[config.mk]
export PLATFORM = sky130hd
export DESIGN_NAME = per2axi_res_channel_pipe
export DESIGN_NICKNAME = d
export VERILOG_FILES = /design/src/rtl/per2axi_res_channel_pipe.sv
export SDC_FILE = /design/constraint.sdc
export NUM_CORES = 1
export LEC_CHECK = 0
export CORE_MARGIN = 5
export CORE_UTILIZATION = 35
export DETAILED_ROUTE_END_ITERATION = 6
export PLACE_DENSITY_LB_ADDON = 0.08
export SETUP_SLACK_MARGIN = 0.5
export SYNTH_ARGS = -nofsm -noshare
export SYNTH_HDL_FRONTEND = slang
export SYNTH_SLANG_ARGS = --single-unit
export TNS_END_PERCENT = 1
[constraint.sdc]
create_clock -name clk_i -period 2.4 [get_ports clk_i]
set_input_delay 0.48 -clock clk_i [delete_from_list [all_inputs] [get_ports clk_i]]
set_output_delay 0.48 -clock clk_i [all_outputs]
set_load 0.02 [all_outputs]
[src/rtl/per2axi_res_channel_pipe.sv]
// Peripheral response pipe: round-robin merge of AXI R/B, per-ID 32-bit lane FIFOs, registered response.
// Optional per-core xresp outputs are enabled by defining PER2AXI_XRESP_EN.
module per2axi_res_channel_pipe #(
  parameter int NB_CORES       = 4,
  parameter int PER_ID_WIDTH   = 5,
  parameter int AXI_ADDR_WIDTH = 32,
  parameter int AXI_DATA_WIDTH = 64,
  parameter int AXI_ID_WIDTH   = 3,
  parameter int AXI_USER_WIDTH = 6,
  parameter int NB_OUTSTANDING = 2
) (
  input  logic                      clk_i,
  input  logic                      rst_i,
  output logic                      per_slave_r_valid_o,
  output logic                      per_slave_r_opc_o,
  output logic [PER_ID_WIDTH-1:0]   per_slave_r_id_o,
  output logic [31:0]               per_slave_r_rdata_o,
  output logic [NB_CORES-1:0]       axi_xresp_slverr_o,
  output logic [NB_CORES-1:0]       axi_xresp_valid_o,
  input  logic                      axi_master_r_valid_i,
  input  logic [AXI_DATA_WIDTH-1:0] axi_master_r_data_i,
  input  logic [1:0]                axi_master_r_resp_i,
  input  logic                      axi_master_r_last_i,
  input  logic [AXI_ID_WIDTH-1:0]   axi_master_r_id_i,
  input  logic [AXI_USER_WIDTH-1:0] axi_master_r_user_i,
  output logic                      axi_master_r_ready_o,
  input  logic                      axi_master_b_valid_i,
  input  logic [1:0]                axi_master_b_resp_i,
  input  logic [AXI_ID_WIDTH-1:0]   axi_master_b_id_i,
  input  logic [AXI_USER_WIDTH-1:0] axi_master_b_user_i,
  output logic                      axi_master_b_ready_o,
  input  logic                      trans_req_i,
  input  logic                      trans_we_i,
  input  logic [AXI_ID_WIDTH-1:0]   trans_id_i,
  input  logic [AXI_ADDR_WIDTH-1:0] trans_add_i,
  output logic                      lane_fifo_ovf_o,
  output logic                      lane_fifo_udf_o
);

  localparam int LANES = AXI_DATA_WIDTH / 32;
  localparam int LW    = $clog2(LANES);
  localparam int LWW   = (LW > 0) ? LW : 1;
  localparam int PW    = (NB_OUTSTANDING > 1) ? $clog2(NB_OUTSTANDING) : 1;
  localparam int DEPTH = 1 << PW;
  localparam int CW    = $clog2(NB_OUTSTANDING + 1);

  function automatic logic [PER_ID_WIDTH-1:0] id_onehot(input logic [AXI_ID_WIDTH-1:0] id);
    logic [PER_ID_WIDTH-1:0] v;
    for (int p = 0; p < PER_ID_WIDTH; p++) v[p] = (int'(id) == p);
    return v;
  endfunction

  function automatic logic [PW-1:0] ptr_inc(input logic [PW-1:0] p);
    return (int'(p) == NB_OUTSTANDING - 1) ? '0 : p + PW'(1);
  endfunction

  logic                w_both;
  logic                w_gnt_r;
  logic                w_gnt_b;
  logic                r_last_b;
  logic [NB_CORES-1:0] w_rid_vec;
  logic [NB_CORES-1:0] w_push_vec;
  logic [LWW-1:0]      w_lane;
  logic                w_ovf_evt;
  logic                w_udf_evt;
  logic [31:0]         w_rdata_sel;
  logic                r_valid;
  logic                r_opc;
  logic [PER_ID_WIDTH-1:0] r_id;
  logic [31:0]         r_rdata;
  logic                r_ovf;
  logic                r_udf;

  assign w_both = axi_master_r_valid_i & axi_master_b_valid_i;

  // Grant: lone valid wins; on contention serve the channel not served last time
  always_comb begin
    w_gnt_r = 1'b0;
    w_gnt_b = 1'b0;
    if (rst_i) begin
      w_gnt_r = 1'b0;
      w_gnt_b = 1'b0;
    end else if (w_both) begin
      w_gnt_r = r_last_b;
      w_gnt_b = ~r_last_b;
    end else begin
      w_gnt_r = axi_master_r_valid_i;
      w_gnt_b = axi_master_b_valid_i;
    end
  end

  assign axi_master_r_ready_o = w_gnt_r;
  assign axi_master_b_ready_o = w_gnt_b;

  // Round-robin pointer; reset value makes R the first contended winner
  always_ff @(posedge clk_i) begin
    if (rst_i) begin
      r_last_b <= 1'b1;
    end else if (w_both) begin
      r_last_b <= w_gnt_b;
    end else begin
      r_last_b <= r_last_b;
    end
  end

  // Per-ID decode of the R id and of read pushes
  always_comb begin
    w_rid_vec  = '0;
    w_push_vec = '0;
    for (int i = 0; i < NB_CORES; i++) begin
      w_rid_vec[i]  = (int'(axi_master_r_id_i) == i);
      w_push_vec[i] = trans_req_i & ~trans_we_i & (int'(trans_id_i) == i);
    end
  end

  generate
    if (LW > 0) begin : g_lane_fifo
      logic [LW-1:0]       r_mem  [NB_CORES][DEPTH];
      logic [PW-1:0]       r_wptr [NB_CORES];
      logic [PW-1:0]       r_rptr [NB_CORES];
      logic [CW-1:0]       r_cnt  [NB_CORES];
      logic [NB_CORES-1:0] w_full;
      logic [NB_CORES-1:0] w_empty;
      logic [NB_CORES-1:0] w_pop;
      logic [NB_CORES-1:0] w_push_ok;
      logic [LW-1:0]       w_push_lane;

      assign w_push_lane = trans_add_i[LW+1:2];

      // Pop only on the last beat; a pop frees room for a same-cycle push to a full FIFO
      always_comb begin
        w_full    = '0;
        w_empty   = '0;
        w_pop     = '0;
        w_push_ok = '0;
        for (int i = 0; i < NB_CORES; i++) begin
          w_full[i]    = (int'(r_cnt[i]) == NB_OUTSTANDING);
          w_empty[i]   = (r_cnt[i] == '0);
          w_pop[i]     = w_gnt_r & axi_master_r_last_i & w_rid_vec[i] & ~w_empty[i];
          w_push_ok[i] = w_push_vec[i] & (~w_full[i] | w_pop[i]);
        end
      end

      // Head lane of the responding ID; lane 0 when that FIFO is empty
      always_comb begin
        w_lane = '0;
        for (int i = 0; i < NB_CORES; i++) begin
          w_lane = (w_rid_vec[i] & ~w_empty[i]) ? r_mem[i][r_rptr[i]] : w_lane;
        end
        w_udf_evt = w_gnt_r & ~|(w_rid_vec & ~w_empty);
        w_ovf_evt = |(w_push_vec & ~w_push_ok);
      end

      // Lane storage; stale entries are harmless because pointers reset
      always_ff @(posedge clk_i) begin
        for (int i = 0; i < NB_CORES; i++) begin
          if (w_push_ok[i]) begin
            r_mem[i][r_wptr[i]] <= w_push_lane;
          end else begin
            r_mem[i][r_wptr[i]] <= r_mem[i][r_wptr[i]];
          end
        end
      end

      // FIFO pointers and occupancy
      always_ff @(posedge clk_i) begin
        if (rst_i) begin
          for (int i = 0; i < NB_CORES; i++) begin
            r_wptr[i] <= '0;
            r_rptr[i] <= '0;
            r_cnt[i]  <= '0;
          end
        end else begin
          for (int i = 0; i < NB_CORES; i++) begin
            r_wptr[i] <= w_push_ok[i] ? ptr_inc(r_wptr[i]) : r_wptr[i];
            r_rptr[i] <= w_pop[i] ? ptr_inc(r_rptr[i]) : r_rptr[i];
            case ({w_push_ok[i], w_pop[i]})
              2'b10:   r_cnt[i] <= r_cnt[i] + CW'(1);
              2'b01:   r_cnt[i] <= r_cnt[i] - CW'(1);
              default: r_cnt[i] <= r_cnt[i];
            endcase
          end
        end
      end
    end else begin : g_single_lane
      assign w_lane    = '0;
      assign w_ovf_evt = 1'b0;
      assign w_udf_evt = 1'b0;
    end
  endgenerate

  // 32-bit lane select from the R data bus
  always_comb begin
    w_rdata_sel = axi_master_r_data_i[31:0];
    for (int l = 1; l < LANES; l++) begin
      w_rdata_sel = (int'(w_lane) == l) ? axi_master_r_data_i[32*l +: 32] : w_rdata_sel;
    end
  end

  // Sticky FIFO error flags
  always_ff @(posedge clk_i) begin
    if (rst_i) begin
      r_ovf <= 1'b0;
      r_udf <= 1'b0;
    end else begin
      r_ovf <= r_ovf | w_ovf_evt;
      r_udf <= r_udf | w_udf_evt;
    end
  end

  // Registered peripheral response: one pulse per handshake, all-zero otherwise
  always_ff @(posedge clk_i) begin
    if (rst_i) begin
      r_valid <= 1'b0;
      r_opc   <= 1'b0;
      r_id    <= '0;
      r_rdata <= 32'h0000_0000;
    end else if (w_gnt_r) begin
      r_valid <= 1'b1;
      r_opc   <= axi_master_r_resp_i[1];
      r_id    <= id_onehot(axi_master_r_id_i);
      r_rdata <= w_rdata_sel;
    end else if (w_gnt_b) begin
      r_valid <= 1'b1;
      r_opc   <= axi_master_b_resp_i[1];
      r_id    <= id_onehot(axi_master_b_id_i);
      r_rdata <= {31'b0, ~axi_master_b_resp_i[0]};
    end else begin
      r_valid <= 1'b0;
      r_opc   <= 1'b0;
      r_id    <= '0;
      r_rdata <= 32'h0000_0000;
    end
  end

  assign per_slave_r_valid_o = r_valid;
  assign per_slave_r_opc_o   = r_opc;
  assign per_slave_r_id_o    = r_id;
  assign per_slave_r_rdata_o = r_rdata;
  assign lane_fifo_ovf_o     = r_ovf;
  assign lane_fifo_udf_o     = r_udf;

`ifdef PER2AXI_XRESP_EN
  logic [NB_CORES-1:0] w_bid_vec;
  logic [NB_CORES-1:0] r_xresp;
  logic                w_unused;

  always_comb begin
    w_bid_vec = '0;
    for (int i = 0; i < NB_CORES; i++) w_bid_vec[i] = (int'(axi_master_b_id_i) == i);
  end

  // SLVERR marker for the responding core, aligned with the response pulse
  always_ff @(posedge clk_i) begin
    if (rst_i) begin
      r_xresp <= '0;
    end else if (w_gnt_r && (axi_master_r_resp_i == 2'b10)) begin
      r_xresp <= w_rid_vec;
    end else if (w_gnt_b && (axi_master_b_resp_i == 2'b10)) begin
      r_xresp <= w_bid_vec;
    end else begin
      r_xresp <= '0;
    end
  end

  assign axi_xresp_slverr_o = r_xresp;
  assign axi_xresp_valid_o  = r_xresp;
  assign w_unused = ^{axi_master_r_user_i, axi_master_b_user_i, trans_add_i, w_push_vec};
`else
  logic w_unused;
  assign axi_xresp_slverr_o = '0;
  assign axi_xresp_valid_o  = '0;
  assign w_unused = ^{axi_master_r_user_i, axi_master_b_user_i, trans_add_i,
                      axi_master_r_resp_i[0], w_push_vec};
`endif

endmodule

==> impl_metrics.ini, run 1 <==
[run_status]
outcome = complete, no violations

[critical_path]
critical_path.max_fanout = 3
crit_type = in -> reg
r2r_cells = 6
r2r-end = per_slave_r_rdata_o[0]
critPathLaunch = axi_master_r_id_i[0]
critPathCaptureType = flop
reg2reg_setup_slack_ps = 390
critPathArrivalTime_ps = 2140
reg2reg_from = g_lane_fifo.r_cnt[2][1]
start_kind = input port
required_ps = 2490
crit_path_end = g_lane_fifo.r_mem[2][0]

[global_routing]
grt_pass1_vias = 2981
grt_use_total_pct = 17.0
grt_max_degree = 68
overflow = 0
antenna_found_initial = 0
grt_pass1_wl_mm = 15.3

[route]
dr.pass1.iters = 4
wire_per_inst_um = 14.6
dr.first_iter.drc_count = 115
vias = 3172
antenna_left = 0
vias_per_cell = 4.77
drc = 0
routed_wl_mm = 9.71

[die]
io_pins = 179
core_mm2 = 0.00911
dieWidth_um = 106
start_util_pct = 35.3
dieArea_mm2 = 0.0112
die_h_um = 106
rows = 35

[cts]
cts_max_path_buffers = 2
cts_buffers = 9
clk_pin_slew_worst_paths_ps = 70
cts_tree = yes
cts_max_level = 3
clkLatencyLatePin_ps = 340
ctsHoldBuffers = 0
cts_root_buf = clkbuf_8
clock_sinks = 66

[synth]
synthSimpleGateAreaFrac_pct = 24.0
yosys-mux-area-fraction_pct = 4.71
synth_fa_ha_area_share_pct = 3.89
synthArstFlopShare_pct = 0
ys_warn_count = 0
synth_seq_cells = 66
synth_edf_count = 16
synth_area_mm2 = 0.00321
synth_compound_area_share_pct = 11.8
synth-seq-area-share_pct = 46.1
synth.distinct_cells = 53
syn_avg_cell_area_um2 = 8.66
synth_top_family_by_area = simple AND/OR/NAND/NOR gates
synthCells = 371
synth_xor_area_share_pct = 2.45
synth-main-ff-cell = dfxtp_1

[cells_and_area]
nNetsFinal = 687
layout.core_utilization_pct = 58.8
stdcell_count = 665
layout-drive-gt1-share_pct = 24.0
n_antenna_cell = 0
area_growth_pct = 66.8
postLayoutCellArea_mm2 = 0.00536

[min_path]
worstHoldPathCells = 0
holdCritPathClass = reg -> reg

[pwr]
p_leak_nw = 2.10
pwr_density_cell_mw_per_mm2 = 509
irDropWorstVdd_uv = 310

[placement]
pre_cts_slack_ps = -436
dp_hpwl_mm = 7.17
placed_area_mm2 = 0.00486
finalWeightedCongestion = 0.780
portBuffers = 126
dp.cells = 635

[sta]
finalMaxSlewViolations = 0
setup_violations = 0
max_freq_mhz = 487
maxSlewHeadroom_pct = 58.1
worst_slack_ps = 346
period_share_pct = 85.6
fin_skew_ps = 7.92
setup_tns_ps = 0
tightestPinTransition_ps = 628
fin_crit_ps = 2050
finalHoldViolations = 0
rsz0062_at_grt = yes

[run]
cap_violations = 0
## Yosys cell counts, types with 2 or more instances
master    instances  area [um2]
dfxtp_1          50        1000
nand2_1          49         184
o21ai_0          37         185
nand3_1          36         180
nor2_1           31         116
inv_1            18        67.6
edfxtp_1         16         480
nor3_1           13        65.1
a21oi_1          10        50.1
clkbuf_1         10        37.5
ha_1             10         125
buf_4             8        60.1
mux2_2            8        90.1
xnor2_1           7        61.3
mux2i_1           5        50.1
nand2b_1          5        31.3
a31oi_1           4        25.0
buf_2             4        20.0
nor2b_1           4        25.0
clkbuf_2          3        15.0
o21ai_1           3        15.0
a22oi_1           2        15.0
buf_1             2        7.51
nand3b_1          2        15.0
nand4_1           2        12.5
nor3b_1           2        15.0
nor4bb_1          2        20.0
or2_2             2        12.5
xor2_1            2        17.5
## repair_timing
item	in CTS	in global routing
pin swaps	17	11
setup buffers	5	9
gates resized for setup	69	25
setup endpoints to repair	67	58
## critical path: stages
cell	delay, ps
buf_6	100
buf_8	110
and4bb_2	270
nand4_1	220
a31oi_4	330
buf_6	130
buf_6	80
buf_6	90
nor2_2	30
mux2_4	290
## cell type report
type | instances | area (um2)
Fill cell | 835 | 3750
Timing Repair Buffer | 188 | 1760
Multi-Input combinational cell | 265 | 1740
Sequential cell | 66 | 1480
Tap cell | 111 | 139
Clock buffer | 9 | 124
Inverter | 19 | 72.6
Clock inverter | 7 | 46.3
## sequential cells by signal, summed over array words and instances (netlist names)
name	flops
per_slave_r_id_o	5
per_slave_r_opc_o	1
lane_fifo_udf_o	1
g_lane_fifo.r_rptr	4
g_lane_fifo.r_mem	8
g_lane_fifo.r_wptr	4
per_slave_r_rdata_o	32
r_last_b	1
per_slave_r_valid_o	1
lane_fifo_ovf_o	1
g_lane_fifo.r_cnt	8
## layer usage
metal	wire (um)	track usage [%]	vias to the layer above
met3	598	4.04	14
li1	-	-	1614
met5	0	0	-
met1	4430	21.6	1434
met4	156	5.55	0
met2	4530	28.3	110
## worst min-delay path by stage
stage | startpoint | slack (ps) | to
finish | g_lane_fifo.r_wptr[0][3] | 480 | g_lane_fifo.r_mem[3][0]
global route | g_lane_fifo.r_wptr[0][0] | 510 | g_lane_fifo.r_mem[0][0]
CTS | g_lane_fifo.r_wptr[0][3] | 480 | g_lane_fifo.r_mem[3][0]
detailed placement | g_lane_fifo.r_wptr[0][3] | 460 | g_lane_fifo.r_mem[3][0]
global placement | g_lane_fifo.r_wptr[0][0] | 460 | g_lane_fifo.r_mem[0][0]
floorplan | g_lane_fifo.r_wptr[0][0] | 470 | g_lane_fifo.r_wptr[0][0]
## cell usage in the layout, fill, tap and decap left out, drive strengths merged, types with 5 or more instances in the layout
| master | instances |
|---|---|
| o21ai | 41 |
| edfxtp | 16 |
| mux2i | 5 |
| nand2 | 49 |
| nor2 | 31 |
| nand3 | 36 |
| dfxtp | 50 |
| nor3 | 13 |
| mux2 | 9 |
| xnor2 | 7 |
| nand2b | 5 |
| conb | 8 |
| clkbuf | 9 |
| inv | 18 |
| clkdlybuf4s50 | 113 |
| buf | 67 |
| clkinv | 8 |
| dlygate4sd2 | 6 |
| ha | 10 |
| a21oi | 10 |
## power breakdown
part	total, mW	internal (mW)	leakage, nW	switching, mW
Sequential	1.26	1.23	0.569	0.0383
Clock	0.824	0.372	0.0927	0.451
Combinational	0.641	0.345	1.43	0.297
Total	2.73	1.94	2.10	0.786
## stage by stage
step	power, mW	hold WS, ps
6_report	2.73	480
5_1_grt	2.87	510
4_1_cts	2.74	481
3_5_place_dp	1.89	463
3_3_place_gp	1.88	460
2_1_floorplan	1.57	474
## cell families (layout without fill, tap and decap cells)
family	after synthesis	after routing
AO/OA/AOI/OAI	65	65
XOR/XNOR	9	9
adder cells (fa/ha/maj)	10	10
buffers and inverters	47	223
flip-flops	66	66
multiplexers	14	14
other	1	8
AND/OR/NAND/NOR	159	159
Power figures use the tool's default switching activity.
==> run 2, diff against run 1 <==
CORE_MARGIN = 10   (was 5)
==> run 2 against run 1 <==
  * Clock skew is 1.6 ps higher
  * Global-route usage down 1.5 points
  * Power increased by 14%
  * Critical path depth rose by 2
  * Sequential power about the same
  * Routed wire length is 16% higher
  * Worst setup slack improved by 55 ps
  * Cell count fell by 0.30%
  * Highest routed layer unchanged
==> impl_metrics.ini, run 2 (synthesis gave the netlist of run 1 again) <==
[placement]
dp.cells = 630
placed_area_mm2 = 0.00484
pre_cts_slack_ps = -450
portBuffers = 126
dp_hpwl_mm = 8.16
finalWeightedCongestion = 0.779

[cells_and_area]
postLayoutCellArea_mm2 = 0.00555
final_common_cell = clkdlybuf4s50_1
largest_reg_flops = 32
nNetsFinal = 688
stdcell_count = 663
layout-drive-gt1-share_pct = 26.3
layout_common_cells = 113 x clkdlybuf4s50_1, 54 x buf_4, 49 x nand2_1, 49 x dfxtp_1, 35 x nand3_1
fill_cells = 779
n_antenna_cell = 0
layout.core_utilization_pct = 62.8
area_growth_pct = 72.8

[critical_path]
r2r_cells = 8
crit_path_end = g_lane_fifo.r_cnt[1][1]
start_kind = input port
critPathLaunch = axi_master_r_id_i[2]
critPathCaptureType = flop
crit_type = in -> reg
reg2reg_setup_slack_ps = 450
r2r-end = g_lane_fifo.r_cnt[3][1]
required_ps = 2500
critPathArrivalTime_ps = 2100
critical_path.max_fanout = 7
reg2reg_from = g_lane_fifo.r_cnt[3][0]
cp_cell_sequence = buf_8, buf_6, nand4bb_4, nor4_4, buf_4, o21ai_4, inv_2, ha_4, nor2_4, nor3_2, a21oi_1, nor2_1
timing.critical_path.slowest_stage_cell = nor4_4
slowest_delay_ps = 290

[sta]
setup_tns_ps = 0
finalMaxSlewViolations = 0
finalHoldViolations = 0
fin_crit_ps = 2000
worst_slack_ps = 401
period_share_pct = 83.3
max_freq_mhz = 500
hold_slack_ps = 484
fin_skew_ps = 9.53
rsz0062_at_grt = yes
setup_violations = 0

[route]
dr.pass1.iters = 4
dr.first_iter.drc_count = 124
wire_per_inst_um = 17.0
drc = 0
m1WireLength_mm = 4.94
wl_met2_mm = 5.23
vias = 3205
route.met3.wl_um = 960
antenna_left = 0
routed_wl_mm = 11.3
vias_per_cell = 4.83
highest_layer = met4

[pwr]
p_seq_share_pct = 40.6
power.switching_mw = 0.825
irDropWorstVdd_uv = 285
p_total_mw = 3.11
p_int_mw = 2.28
power_frac_comb_pct = 22.6
pwr-share-clk_pct = 36.8
pwr_density_cell_mw_per_mm2 = 559
p_leak_nw = 2.17
p_sw_share_pct = 26.6

[cts]
ctsHoldBuffers = 0
clk_pin_slew_worst_paths_ps = 70
clkLatencyLatePin_ps = 350
cts_tree = yes
cts_buffers = 9
cts_max_level = 3
cts_max_path_buffers = 2
cts_root_buf = clkbuf_8
clock_sinks = 66

[die]
core_mm2 = 0.00885
start_util_pct = 36.3
io_pins = 179
dieArea_mm2 = 0.0134
dieWidth_um = 116
die_h_um = 116
rows = 34

[global_routing]
grt_max_degree = 65
antenna_found_initial = 0
grt_pass1_wl_mm = 16.4
grt_use_total_pct = 15.5
overflow = 0
grt_pass1_vias = 3045

[min_path]
holdCritPathClass = reg -> reg

[run_status]
outcome = complete, no violations

[run]
cap_violations = 0
==> run 2: cell types whose count changed in the layout (fill, tap and decap cells not counted), sizes merged <==
cell / change
buf: -1
dlygate4sd2: -2
bufinv: +2
clkdlybuf4s18: +1
clkbuf: +5
clkinv: -5
inv: +1
==> run 2: how the worst min path moves through the flow <==
| stage | startpoint | to | cells past startpoint |
|---|---|---|---|
| floorplan | g_lane_fifo.r_wptr[0][0] | g_lane_fifo.r_wptr[0][0] | 2 |
| global placement | g_lane_fifo.r_wptr[0][3] | g_lane_fifo.r_mem[3][0] | 0 |
| detailed placement | g_lane_fifo.r_wptr[0][0] | g_lane_fifo.r_mem[0][0] | 0 |
| CTS | g_lane_fifo.r_wptr[0][0] | g_lane_fifo.r_mem[0][0] | 0 |
| global route | g_lane_fifo.r_wptr[0][1] | g_lane_fifo.r_mem[1][0] | 0 |
| finish | g_lane_fifo.r_wptr[0][0] | g_lane_fifo.r_mem[0][0] | 0 |
==> run 2: critical path: cells and delay by family <==
kind | cells | cell delay, ps
fa+ha+maj | 1 | 210
simple gates | 5 | 710
compound gates | 2 | 210
buf+inv | 4 | 470
==> run 2: area by class of cell <==
class	count	area (um2)	area share, %
Clock buffer	11	163	2.93
Clock inverter	5	82.6	1.49
Inverter	19	72.6	1.31
Multi-Input combinational cell	265	1830	32.9
Sequential cell	66	1490	26.7
Tap cell	108	135	2.43
Timing Repair Buffer	189	1790	32.2
==> run 2: routing by layer <==
metal | vias to the layer above | GRT usage [%]
met5 | - | 0
met4 | 0 | 5.34
met3 | 12 | 5.32
met2 | 103 | 24.2
met1 | 1473 | 19.4
li1 | 1617 | -
==> run 2: power groups by stage <==
stage	combinational (mW)	sequential [mW]	clock, mW
after floorplan	0.236	1.33	0
after global placement	0.599	1.28	0
after detailed placement	0.609	1.29	0
after CTS	0.631	1.26	1.17
after global routing	0.756	1.27	1.21
final	0.701	1.26	1.14
==> run 2: timing repair <==
| item | in CTS | in global routing |
|---|---|---|
| resized for setup | 73 | 43 |
| pin swaps | 12 | 16 |
| gates cloned | 0 | 2 |
| buffers inserted | 5 | 10 |
| hold endpoints to repair | 0 | 0 |
| setup endpoints to repair | 67 | 60 |
==> run 3, diff against run 2 <==
clock period = 1.99 ns   (was 2.4 ns; I/O delays follow)
==> run 3 against run 2 <==
  * Clock skew rose by 3.7 ps
  * Flip-flop and latch count did not move
  * Final area rose by 5.8%
  * Cell count fell by 1.4%
  * Die area did not move
  * Critical path depth fell by 1
  * Count of clock-buffer cells in the layout did not move
  * Critical path type unchanged
  * Highest routed layer unchanged
==> impl_metrics.ini, run 3 (synthesis gave the netlist of run 1 again) <==
[global_routing]
grt_pass1_vias = 3139
grt_use_total_pct = 15.5
grt_pass1_wl_mm = 16.5
grt_max_degree = 68
overflow = 0
antenna_found_initial = 0

[critical_path]
required_ps = 2080
crit_buf_inv = 4
slowest_delay_ps = 330
crit_type = in -> reg
start_kind = input port
crit_top_cell = buf_4
critPathTopFamily = buffers and inverters
critical_path.max_fanout = 4
cp_cell_sequence = dlygate4sd2_1, buf_4, nor4_2, buf_4, o21ai_4, inv_2, ha_4, nor2_2, nor3_1, a21oi_1, nor2_1
critPathCaptureType = flop
timing.critical_path.slowest_stage_cell = nor4_2
critPathArrivalTime_ps = 2050

[pwr]
p_leak_nw = 2.86
p_int_mw = 2.45
p_seq_share_pct = 44.2
pwr-share-clk_pct = 30.2
power.switching_mw = 0.986
power_frac_comb_pct = 25.6
pwr_density_cell_mw_per_mm2 = 585
p_sw_share_pct = 28.7
irDropWorstVdd_uv = 475

[die]
dieWidth_um = 116
rows = 34
core_mm2 = 0.00885
die_h_um = 116
start_util_pct = 36.3
dieArea_mm2 = 0.0134
io_pins = 179

[cts]
clkLatencyLatePin_ps = 340
cts_tree = yes
cts_buffers = 9
cts_max_level = 3
cts_max_path_buffers = 2
ctsHoldBuffers = 0
clock_sinks = 66
clk_pin_slew_worst_paths_ps = 70
cts_root_buf = clkbuf_8

[placement]
pre_cts_slack_ps = -779
finalWeightedCongestion = 0.795
placed_area_mm2 = 0.00485
dp_hpwl_mm = 8.13
portBuffers = 126

[sta]
fin_skew_ps = 13.2
period_share_pct = 98.1
finalHoldViolations = 0
setup_violations = 0
max_freq_mhz = 512
worst_slack_ps = 37.2
rsz0062_at_grt = yes
fin_crit_ps = 1950
setup_tns_ps = 0
finalMaxSlewViolations = 0

[route]
antenna_left = 0
dr.pass1.iters = 4
dr.first_iter.drc_count = 206
routed_wl_mm = 11.3
vias_per_cell = 4.96
vias = 3245
drc = 0
wire_per_inst_um = 17.2

[cells_and_area]
layout-drive-gt1-share_pct = 35.2
ff_latch_area_mm2 = 0.00149
area_growth_pct = 82.8
final_common_cell = clkdlybuf4s50_1
layout.core_utilization_pct = 66.4
n_antenna_cell = 0
layout_common_cells = 72 x clkdlybuf4s50_1, 49 x dfxtp_1, 44 x nand2_1, 42 x dlymetal6s2s_1, 40 x buf_4
multiInputGateArea_mm2 = 0.00216
postLayoutCellArea_mm2 = 0.00588
fill_cells = 725
nNetsFinal = 679
largest_reg_flops = 32

[run]
cap_violations = 0

[min_path]
holdCritPathClass = in -> reg

[run_status]
outcome = complete, no violations
## run 3: area by class of cell
class                      count  share of cell area, %
clock inverter                 5                  0.468
sequential                    66                   25.3
clock buffer                  11                   2.60
multi-input combinational    265                   36.8
inverter                      19                   1.26
timing repair buffer         180                   31.3
tap                          108                   2.30
## run 3: metal layers
metal	vias up	track usage, %	share of wire, %
met3	12	5.74	7.8
met2	103	25.6	48
met1	1527	18.4	43
li1	1603	-	-
met5	-	0	0
met4	0	4.59	1.2
## run 3: path summary, 6_finish.rpt
path	from	endpoint	slack, ps	cells after the start
setup / recovery	rst_i	g_lane_fifo.r_cnt[1][1]	40	11
hold / removal	axi_master_r_valid_i	r_last_b	440	4
setup reg to reg	g_lane_fifo.r_cnt[2][0]	per_slave_r_rdata_o[7]	80	6
hold reg to reg	g_lane_fifo.r_wptr[0][1]	g_lane_fifo.r_mem[1][0]	500	0
## run 3: power groups by stage
stage	sequential, mW	combinational [mW]	clock, mW
after floorplan	1.60	0.285	0
after global placement	1.55	0.733	0
after detailed placement	1.55	0.739	0
after CTS	1.52	0.773	1.07
after global routing	1.53	0.944	1.13
final	1.52	0.880	1.04
## run 3: timing repair
item	4_1_cts	5_1_grt
buffers inserted	6	1
cloned	0	0
pin swaps	11	73
gates resized for setup	84	192
endpoints found under the setup margin	113	111
## run 3: per-stage QoR
stage,hold slack [ps],std cells,power [mW]
6_report,441,654,3.44
5_1_grt,452,654,3.61
4_1_cts,486,653,3.36
3_5_place_dp,468,631,2.29
3_3_place_gp,463,631,2.28
2_1_floorplan,474,378,1.89
## run 3: tightest hold or removal path: cells and delay by family
kind	cells	cell delay (ps)
and+or+nand+nor	2	150
buffers and inverters	1	140
xor gates and xnor gates	1	60
